===== src/rtl/vga_tile_mem_arbiter.sv =====
// ============================================================================
// Module   : vga_tile_mem_arbiter
// Brief    : Tile RAM arbiter: display reads first, then clear, then FIFO writes.
//            Optional VBLANK_ONLY_EN limits FIFO writes to the blanking interval.
// Revision : 1.0 - initial release
// ============================================================================
`default_nettype none

module vga_tile_mem_arbiter #(
  parameter int               ADDR_W      = 11,
  parameter int               DATA_W      = 4,
  parameter int               FIFO_DEPTH  = 4,
  parameter logic [DATA_W-1:0] CLR_VAL    = '0,
  parameter int               STALL_LIMIT = 1023
) (
  input  logic                          clk,
  input  logic                          RSTN,
  input  logic                          rd_req,
  input  logic [ADDR_W-1:0]             rd_addr,
  output logic                          rd_valid,
  output logic [DATA_W-1:0]             rd_data,
  input  logic                          wr_valid,
  output logic                          wr_ready,
  input  logic [ADDR_W-1:0]             wr_addr,
  input  logic [DATA_W-1:0]             wr_data,
  input  logic                          clr_req,
  output logic                          clr_busy,
  input  logic                          in_blank,
  output logic                          stall_flag,
  output logic [$clog2(FIFO_DEPTH):0]   fifo_level,
  output logic                          mem_en,
  output logic                          mem_we,
  output logic [ADDR_W-1:0]             mem_addr,
  output logic [DATA_W-1:0]             mem_wdata,
  input  logic [DATA_W-1:0]             mem_rdata
);

  localparam int c_PTR_W   = $clog2(FIFO_DEPTH);
  localparam int c_LVL_W   = c_PTR_W + 1;
  localparam int c_STALL_W = $clog2(STALL_LIMIT + 1);
  localparam logic [c_LVL_W-1:0]   c_FULL      = c_LVL_W'(FIFO_DEPTH);
  localparam logic [c_STALL_W-1:0] c_STALL_MAX = c_STALL_W'(STALL_LIMIT);

  typedef enum logic [0:0] {
    ST_IDLE  = 1'b0,
    ST_CLEAR = 1'b1
  } state_t;

  state_t                 r_state;
  logic [ADDR_W-1:0]      r_clr_cnt;
  logic [c_LVL_W-1:0]     r_level;
  logic [c_PTR_W-1:0]     r_wr_ptr;
  logic [c_PTR_W-1:0]     r_rd_ptr;
  logic [c_STALL_W-1:0]   r_stall_cnt;
  logic                   r_stall_flag;
  logic                   r_rd_valid;
  logic [ADDR_W-1:0]      r_fifo_addr [FIFO_DEPTH];
  logic [DATA_W-1:0]      r_fifo_data [FIFO_DEPTH];

  logic                   w_gate;
  logic                   w_gnt_rd;
  logic                   w_gnt_clr;
  logic                   w_pop;
  logic                   w_push;
  logic [c_STALL_W-1:0]   w_stall_nxt;

`ifdef VBLANK_ONLY_EN
  assign w_gate = in_blank;
`else
  logic w_unused_in_blank;
  assign w_unused_in_blank = in_blank;
  assign w_gate            = 1'b1;
`endif

  // Grants are qualified by RSTN so the RAM stays idle while reset is held.
  assign w_gnt_rd  = RSTN && rd_req;
  assign w_gnt_clr = RSTN && !rd_req && (r_state == ST_CLEAR);
  assign w_pop     = RSTN && !rd_req && (r_state == ST_IDLE) &&
                     (r_level != '0) && w_gate;
  assign w_push    = wr_valid && wr_ready;

  assign wr_ready   = RSTN && (r_level != c_FULL);
  assign fifo_level = r_level;
  assign clr_busy   = (r_state == ST_CLEAR);
  assign stall_flag = r_stall_flag;
  assign rd_valid   = r_rd_valid;
  assign rd_data    = mem_rdata;

  always_comb begin
    mem_en    = 1'b0;
    mem_we    = 1'b0;
    mem_addr  = '0;
    mem_wdata = '0;
    if (w_gnt_rd) begin
      mem_en   = 1'b1;
      mem_addr = rd_addr;
    end else if (w_gnt_clr) begin
      mem_en    = 1'b1;
      mem_we    = 1'b1;
      mem_addr  = r_clr_cnt;
      mem_wdata = CLR_VAL;
    end else if (w_pop) begin
      mem_en    = 1'b1;
      mem_we    = 1'b1;
      mem_addr  = r_fifo_addr[r_rd_ptr];
      mem_wdata = r_fifo_data[r_rd_ptr];
    end
  end

  always_comb begin
    w_stall_nxt = r_stall_cnt;
    if ((r_level == '0) || w_pop)
      w_stall_nxt = '0;
    else if (r_stall_cnt != c_STALL_MAX)
      w_stall_nxt = r_stall_cnt + 1'b1;
  end

  always_ff @(posedge clk) begin
    if (w_push) begin
      r_fifo_addr[r_wr_ptr] <= wr_addr;
      r_fifo_data[r_wr_ptr] <= wr_data;
    end
  end

  always_ff @(posedge clk) begin
    if (!RSTN) begin
      r_state      <= ST_IDLE;
      r_clr_cnt    <= '0;
      r_level      <= '0;
      r_wr_ptr     <= '0;
      r_rd_ptr     <= '0;
      r_stall_cnt  <= '0;
      r_stall_flag <= 1'b0;
      r_rd_valid   <= 1'b0;
    end else begin
      r_rd_valid <= rd_req;

      if (w_push) r_wr_ptr <= r_wr_ptr + 1'b1;
      if (w_pop)  r_rd_ptr <= r_rd_ptr + 1'b1;
      case ({w_push, w_pop})
        2'b10:   r_level <= r_level + 1'b1;
        2'b01:   r_level <= r_level - 1'b1;
        default: r_level <= r_level;
      endcase

      r_stall_cnt <= w_stall_nxt;
      if (w_stall_nxt == c_STALL_MAX) r_stall_flag <= 1'b1;

      case (r_state)
        ST_IDLE: begin
          if (clr_req) begin
            r_state   <= ST_CLEAR;
            r_clr_cnt <= '0;
          end
        end
        ST_CLEAR: begin
          if (w_gnt_clr) begin
            r_clr_cnt <= r_clr_cnt + 1'b1;
            if (r_clr_cnt == '1) r_state <= ST_IDLE;
          end
        end
        default: r_state <= ST_IDLE;
      endcase
    end
  end

endmodule

`default_nettype wire


===== config.mk =====
export PLATFORM = sky130hd
export DESIGN_NAME = vga_tile_mem_arbiter
export DESIGN_NICKNAME = d
export VERILOG_FILES = /design/src/rtl/vga_tile_mem_arbiter.sv
export SDC_FILE = /design/constraint.sdc
export NUM_CORES = 1
export LEC_CHECK = 0
export BUFFER_PORTS_ARGS = -buffer_cell sky130_fd_sc_hd__buf_2
export CAP_MARGIN = 10
export CORE_UTILIZATION = 45
export DETAILED_ROUTE_END_ITERATION = 8
export PLACE_DENSITY_LB_ADDON = 0.3
export SYNTH_ARGS = -nofsm -noshare
export SYNTH_HDL_FRONTEND = slang
export SYNTH_SLANG_ARGS = --single-unit

===== constraint.sdc =====
create_clock -name clk -period 5.82 [get_ports clk]
set_input_delay 0 -clock clk [delete_from_list [all_inputs] [get_ports clk]]
set_output_delay 0 -clock clk [all_outputs]
set_load 0.01 [all_outputs]

; After elaboration in Yosys (flattened, before gate mapping)
; Memories as Yosys holds them, arrays and structs flattened. A register that Yosys moved wholly into a read port is not among the register bits.
; Cells that the tools add are included.
[op_classes]
n_addsub = 6
muxes = 26
eq_ne = 8
bitwise_logic = 1
reduce_logical = 13
[ops]
columns = op, count
row1 = two-way mux 11 bit, 5
row2 = case mux 11 bit (2 select lines), 1
row3 = two-way mux 10 bit, 2
row4 = two-way mux 4 bit, 3
row5 = adder 11 x 1 -> 11 bit (second input constant), 1
row6 = equality test 11 bit (second input constant), 1
row7 = adder 10 x 1 -> 10 bit (second input constant), 1
row8 = equality test 10 bit (second input constant), 1
row9 = != test 10 bit (second input constant), 1
row10 = two-way mux 1 bit, 9
row11 = two-way mux 2 bit, 4
row12 = logical AND 1 bit, 7
row13 = case mux 3 bit (2 select lines), 1
row14 = adder 2 x 1 -> 2 bit (second input constant), 2
row15 = adder 3 x 1 -> 3 bit (second input constant), 1
row16 = zero test 3 bit, 1
row17 = != test 3 bit (second input constant), 1
row18 = nonzero test 3 bit, 1
row19 = subtractor 3 x 1 -> 3 bit (second input constant), 1
row20 = equality test 2 x 1 -> 1 bit (second input constant), 1
row21 = equality test 2 bit (second input constant), 1
row22 = != test 2 x 1 -> 1 bit (second input constant), 1
row23 = != test 2 bit (second input constant), 1
row24 = case mux 1 bit (2 select lines), 1
row25 = 5 further kinds, 5
[word_totals]
regBits = 31
ram_bits = 60
word_cells = 64
inputBits = 36
memories = 2
out_inout_bits = 28
[memory_table]
columns = memory, words, word_bits, read_ports, rd_clocked_by_memory_dff, wr, line_no
row1 = r_fifo_addr, 4, 11, 1, 1, 1, 57  ; logic [ADDR_W-1:0] r_fifo_addr [FIFO_DEPTH];
row2 = r_fifo_data, 4, 4, 1, 1, 1, 58  ; logic [DATA_W-1:0] r_fifo_data [FIFO_DEPTH];

; Logic depth before layout (Yosys ltp)
[logic_depth]
depth_word = 7
ltp_mapped = 10
ltp_nobuf = 9

; Worst setup path after synthesis
; No wires, ideal clock.
[synth_path]
path_type = flip-flop to flip-flop
startpoint = reg r_level[0], in the netlist fifo_level[0]
endpoint = reg r_level[2], in the netlist fifo_level[2]
n_path_buf = 1
arrival_ps = 2145
stages_incl_launch_ff = 11
setup_ps = 76
setup_slack_ps = 3600
required_time_ps = 5744
path_cell_list = dfxtp_1 -> or3_1 -> clkbuf_1 -> nand2_1 -> inv_1 -> ha_1 -> inv_1 -> fa_1 -> xor2_1 -> or3_1 -> a21boi_0
[synth_lines]
columns = item, line_no
row1 = "start, declared", 51  ; logic [c_LVL_W-1:0] r_level;
row2 = "start signal, assigned", 141  ; 2'b10: r_level <= r_level + 1'b1;
row3 = "start signal, assigned", 142  ; 2'b01: r_level <= r_level - 1'b1;
row4 = "start signal, assigned", 143  ; default: r_level <= r_level;
row5 = nonzero test 3 bit (*), 79  ; (r_level != '0) && w_gate;
row6 = logical AND 1 bit (*), 78  ; assign w_pop = RSTN && !rd_req && (r_state == ST_IDLE) &&
row7 = via w_pop, 63  ; logic w_pop;
row8 = equality test 2 x 1 -> 1 bit / equality test 2 bit (equally long branches), 140  ; case ({w_push, w_pop})
row9 = case mux 3 bit (2 select lines) / nonzero test 2 bit (equally long branches), n/a
; The timed path passes the listed nets; every way through them passes the cells marked *.
; A chain may end at the register's enable or synchronous reset.

; Worst setup path after layout
[layout_path]
startpoint = reg r_state, in the netlist clr_busy
endpoint = reg r_level[2], in the netlist fifo_level[2]
[layout_via]
elab_chain_len = 5
[layout_lines]
columns = item, line_no
row1 = "start, declared", 49  ; state_t r_state;
row2 = "start signal, assigned", 127  ; r_state <= ST_IDLE;
row3 = "start signal, assigned", 152  ; r_state <= ST_CLEAR;
row4 = "start signal, assigned", 159  ; if (r_clr_cnt == '1) r_state <= ST_IDLE;
row5 = NOT 1 bit (*), n/a
row6 = logical AND 1 bit (*) (2 in series), 78
row7 = via w_pop, 63
row8 = equality test 2 x 1 -> 1 bit / equality test 2 bit (equally long branches), 140
row9 = case mux 3 bit (2 select lines) / nonzero test 2 bit (equally long branches), n/a
; Marks and branches as above.

==> results <==
- The number of different library cells in the post-synthesis netlist is between 50 and 60.
- The register-to-register setup slack is 2800 ps.
- For this design the static power due to leakage is about 0.0018 uW.
- The largest family of logic cells by synthesized area is simple AND/OR/NAND/NOR gates.
- The beginning of the worst hold path is mem_rdata[0].
- In the routed design, unresolved DRC markers number 0.
- The number of synthesized flops with an enable pin is 60.
- The area share of xor/xnor cells in the synthesized design is 3.53%.
- The master of the slowest instance on the critical path is sky130_fd_sc_hd__nor3b_2.
- In this run the mean area of a mapped cell was 12.8 um2.
- The critical path's top delay family is simple AND/OR/NAND/NOR gates.
- The number of buffers created by CTS is 9.
- Setup repair after global routing left no endpoint under its margin.
- The most used flip-flop cell after synthesis is sky130_fd_sc_hd__edfxtp_1.
- The filler cell count in the final layout is ~730.
- The number of clock sinks is 93.
- The path with the worst hold slack has its endpoint at rd_data[0].
- The number of hold violations in the final report is 0.
- Detailed placement ended at an HPWL of around 5600 um.
- The gate count after technology mapping is ~330.
- The final critical path takes up 51.9% of the cycle.
- Once the clock tree was built, the setup fixing pass inserted 0 buffers.
- Entering global routing, the biggest net connects 22 pins.
- The worst setup skew after layout is 15.1 ps.
- The post-detailed-route count of antenna-violating nets is 0.
- The category of the most critical setup path is register to register.
- Summing the areas of all and, or, nand and nor instances in the mapped netlist gives roughly 14% of the synthesized area.
- For this run, the detailed router's first-pass iteration total came to 5.
- No sink is reached through more buffers than the 2 on the longest clock path.
- The synthesized net count is 373.
- The sort of element at the end of the critical path is a register.
- The final route contains approximately 2800 vias.
- The signal on the critical path passes through nor3b_2, nand2_1, inv_1, ha_1, inv_1, fa_1, xor2_1, or3_1, a21boi_0.
- In the final layout, the share of cells above drive strength 1 is 24.2%.
- The number of ports placed on the die boundary is 64.
- The overall overflow remaining after global route is 0.
- The total setup violations reported at the end of the flow is 0.
- The required arrival time at the worst endpoint is 6110 ps.
- The initial antenna violation count is 0.
- The flow ran to the end, and the final reports show no timing, DRC or antenna violations.
- The number of register bits inferred by synthesis is 93.
- After routing, the total negative slack on setup checks comes to 0 ps.
- The transition at the pin with the smallest max-transition slack is 1160 ps.
- Counting I/O delays and the setup requirement, the final critical path takes 3020 ps.
- The worst-case IR drop observed on VDD is 206 uV.
- The floorplan step set the die height to about 99 um.
- The final max-slew violation count came to 0.
- The proportion of synthesized flip-flops having asynchronous set or reset is 0%.
- The detailed router's first-iteration violation count is around 110.
- The post-detailed-routing wire length is between 8000 and 9000 um.
- Measured against its own limit, the worst slew margin works out to between 20 and 25%.
- The mapped cell area is approximately 0.0042 mm2.
- The total routing resource utilization after global routing is 18.7%.
- The count of port buffers added during placement is 54.
- In this design, the critical path's most frequently occurring cell is sky130_fd_sc_hd__inv_1.
- The TritonCTS clock tree is done.
- The clock-pin slew on the worst setup and hold paths is 100 ps.
- The endpoint identified for the worst register-to-register timing path is fifo_level[2].
- Measured in cells, the most critical reg-to-reg path has a length of 9.
- The sequential share of the synthesized area is 58.4%.
- The fraction of the mapped netlist area in adder cells is 2.55%.
- The beginning of the worst register-to-register path is clr_busy.
- The detailed-route vias per instance is 5.67.
- The post-layout net count is 432.
- Timing would allow up to 0.331 GHz.
- The area growth from synthesis to layout is 16.2%.
- The floorplan has 34 rows.
- For the worst-skew pair, the clock arrives at the later sink with an insertion delay of around 360 ps.
- The critical-path maximum fanout is 17.
- The critical path launch point type is a register.
- In this run the power density over the cells is 268 mW/mm2.
- The sequential standard cell area is 0.00246 mm2.
- The die outline area is 0.00976 mm2.
- Summing the areas of all compound-gate instances in the mapped netlist gives 9.67% of the synthesized area.
- The total of max-cap violations is 0.
- Together, buffers and inverters on the worst path number 2.
- The peak per-stage delay on the critical path is between 900 and 1000 ps.
- The first-pass GRT wire length is roughly 14000 um.
- For this run, the number of Yosys warnings is 0.
- The chip width is just under 100 um.
- Power comes to 1310 uW.
- The initial utilization of the core area, before any placement, comes to 47.4%.
- The worst hold path stage count is 0.
- The H-tree was split into 3 levels.
- The combined area of the multi-input logic cells is 0.00161 mm2.
- The arrival time at the worst endpoint is 3310 ps.
- The cell chosen for the clock root is sky130_fd_sc_hd__clkbuf_8.
- The post-route worst hold slack is about 0.0033 ps.
- The placer's final routability congestion estimate is 0.874.
- The via count of the first global-routing pass was 2805.
- After detailed routing, the average wire length per cell comes to 17.0 um.
- The placeable core area is 0.00889 mm2.
- After synthesis, the share of cell area in mux cells is ~8.2%.
- The type of the tightest min-delay check is input pin to output pin.
cells in the mapped netlist (all sizes together), types with 2 or more instances:
| master | number | share of area [%] |
|---|---|---|
| and4 | 6 | 1.3 |
| nor3 | 3 | 0.36 |
| nand2 | 29 | 2.6 |
| nand4 | 4 | 0.74 |
| a21oi | 6 | 0.71 |
| xnor2 | 10 | 2.1 |
| mux4 | 15 | 8.0 |
| buf | 14 | 1.9 |
| o21ai | 4 | 0.47 |
| o211ai | 6 | 1.1 |
| nor2b | 2 | 0.30 |
| and3 | 7 | 1.0 |
| ha | 7 | 2.1 |
| a22oi | 12 | 2.1 |
| a21boi | 2 | 0.36 |
| nand3 | 19 | 2.3 |
| nor2 | 18 | 1.6 |
| dfxtp | 33 | 16 |
| clkbuf | 8 | 0.71 |
| and2 | 12 | 1.8 |
| inv | 9 | 0.80 |
| xor2 | 7 | 1.5 |
| or3 | 2 | 0.30 |
| o2111ai | 5 | 1.0 |
| nor3b | 3 | 0.65 |
| edfxtp | 60 | 43 |
| a2111oi | 2 | 0.59 |
layout by cell type, fill, tap and decap left out, types with 2 or more instances in the layout:
master                          count
sky130_fd_sc_hd__and3_1             7
sky130_fd_sc_hd__nand3_1           19
sky130_fd_sc_hd__nor3_1             3
sky130_fd_sc_hd__o211ai_1           6
sky130_fd_sc_hd__ha_1               7
sky130_fd_sc_hd__and4_1             4
sky130_fd_sc_hd__nor3b_1            2
sky130_fd_sc_hd__xnor2_1           10
sky130_fd_sc_hd__nor2_1            18
sky130_fd_sc_hd__edfxtp_1          60
sky130_fd_sc_hd__xor2_1             7
sky130_fd_sc_hd__nand2_1           29
sky130_fd_sc_hd__dlygate4sd3_1     16
sky130_fd_sc_hd__o2111ai_1          5
sky130_fd_sc_hd__inv_8              4
sky130_fd_sc_hd__a21boi_0           2
sky130_fd_sc_hd__dfxtp_1           33
sky130_fd_sc_hd__inv_1              9
sky130_fd_sc_hd__nand4_1            3
sky130_fd_sc_hd__nor2b_1            2
sky130_fd_sc_hd__clkbuf_8           9
sky130_fd_sc_hd__mux4_2            15
sky130_fd_sc_hd__a21oi_1            6
sky130_fd_sc_hd__a22oi_1           12
sky130_fd_sc_hd__and2_1            12
sky130_fd_sc_hd__and4_2             2
sky130_fd_sc_hd__or3_1              2
sky130_fd_sc_hd__buf_2             54
sky130_fd_sc_hd__o21ai_0            4
cell families after synthesis:
kind of cell	after synthesis
AOI/OAI and AO/OA	52
xor gates and xnor gates	17
adders and majority gates	8
buffers and inverters	31
DFF	93
muxes	16
and+or+nand+nor	112
sequential cells by signal (all words and copies together), names as in the netlist, named ones only:
name / cells
stall_flag: 1
r_stall_cnt: 10
r_clr_cnt: 11
fifo_level: 3
r_fifo_data: 16
r_wr_ptr: 2
r_rd_ptr: 2
rd_valid: 1
clr_busy: 1
r_fifo_addr: 44
stage by stage:
step	worst slack (ps)	instance area [um2]	utilization, %	cells
3_5_place_dp	2800	4510	50.7	469
2_1_floorplan	3600	4220	-	329
4_1_cts	2790	4900	55.1	501
3_3_place_gp	2900	4510	50.7	469
5_1_grt	2560	4900	55.1	501
6_report	2800	4900	55.1	502
worst reg2reg max path, stage by stage, from the launching register on:
cell	delay [ps]
sky130_fd_sc_hd__dfxtp_1	410
sky130_fd_sc_hd__nor3b_2	950
sky130_fd_sc_hd__nand2_1	250
sky130_fd_sc_hd__inv_1	120
sky130_fd_sc_hd__ha_1	180
sky130_fd_sc_hd__inv_1	60
sky130_fd_sc_hd__fa_1	370
sky130_fd_sc_hd__xor2_1	160
sky130_fd_sc_hd__or3_1	300
sky130_fd_sc_hd__a21boi_0	160
worst max path at each step:
stage / slack (ps) / startpoint / to / depth (start not counted)
6_report: 2800 / clr_busy / fifo_level[2] / 9
5_1_grt: 2560 / clr_busy / fifo_level[2] / 9
4_1_cts: 2790 / clr_busy / fifo_level[2] / 9
3_5_place_dp: 2800 / clr_busy / fifo_level[2] / 9
3_3_place_gp: 2900 / RSTN / fifo_level[2] / 10
2_1_floorplan: 3600 / fifo_level[0] / fifo_level[2] / 10
final cells by class:
type | count | area share [%]
flip-flops and latches | 93 | 50.3
multi-input cells | 205 | 32.9
repair buffers | 70 | 8.79
well taps | 108 | 2.76
clock buffers | 9 | 2.53
clock inverters | 7 | 2.04
inverters | 9 | 0.690
diodes | 1 | 0.0511
routing by layer:
metal | vias to the layer above | track usage, % | part of all wire [%]
li1 | 1365 | - | -
met1 | 1424 | 22.9 | 44
met2 | 50 | 32.3 | 51
met3 | 6 | 4.89 | 4.3
met4 | 0 | 5.63 | 0.94
met5 | - | 0 | 0
report_power, final:
group | switching (uW) | internal [uW] | leakage (uW) | total (uW)
sequential | 12.6 | 718 | 0.000812 | 731
clock | 255 | 216 | 0.000114 | 471
combinational | 60.0 | 48.7 | 0.000852 | 109
repair_timing:
action / CTS / global route
hold buffers: 16 / 0
resized for setup: 0 / 0
endpoints found under the hold margin: 61 / 0
Power figures use the tool's default switching activity.
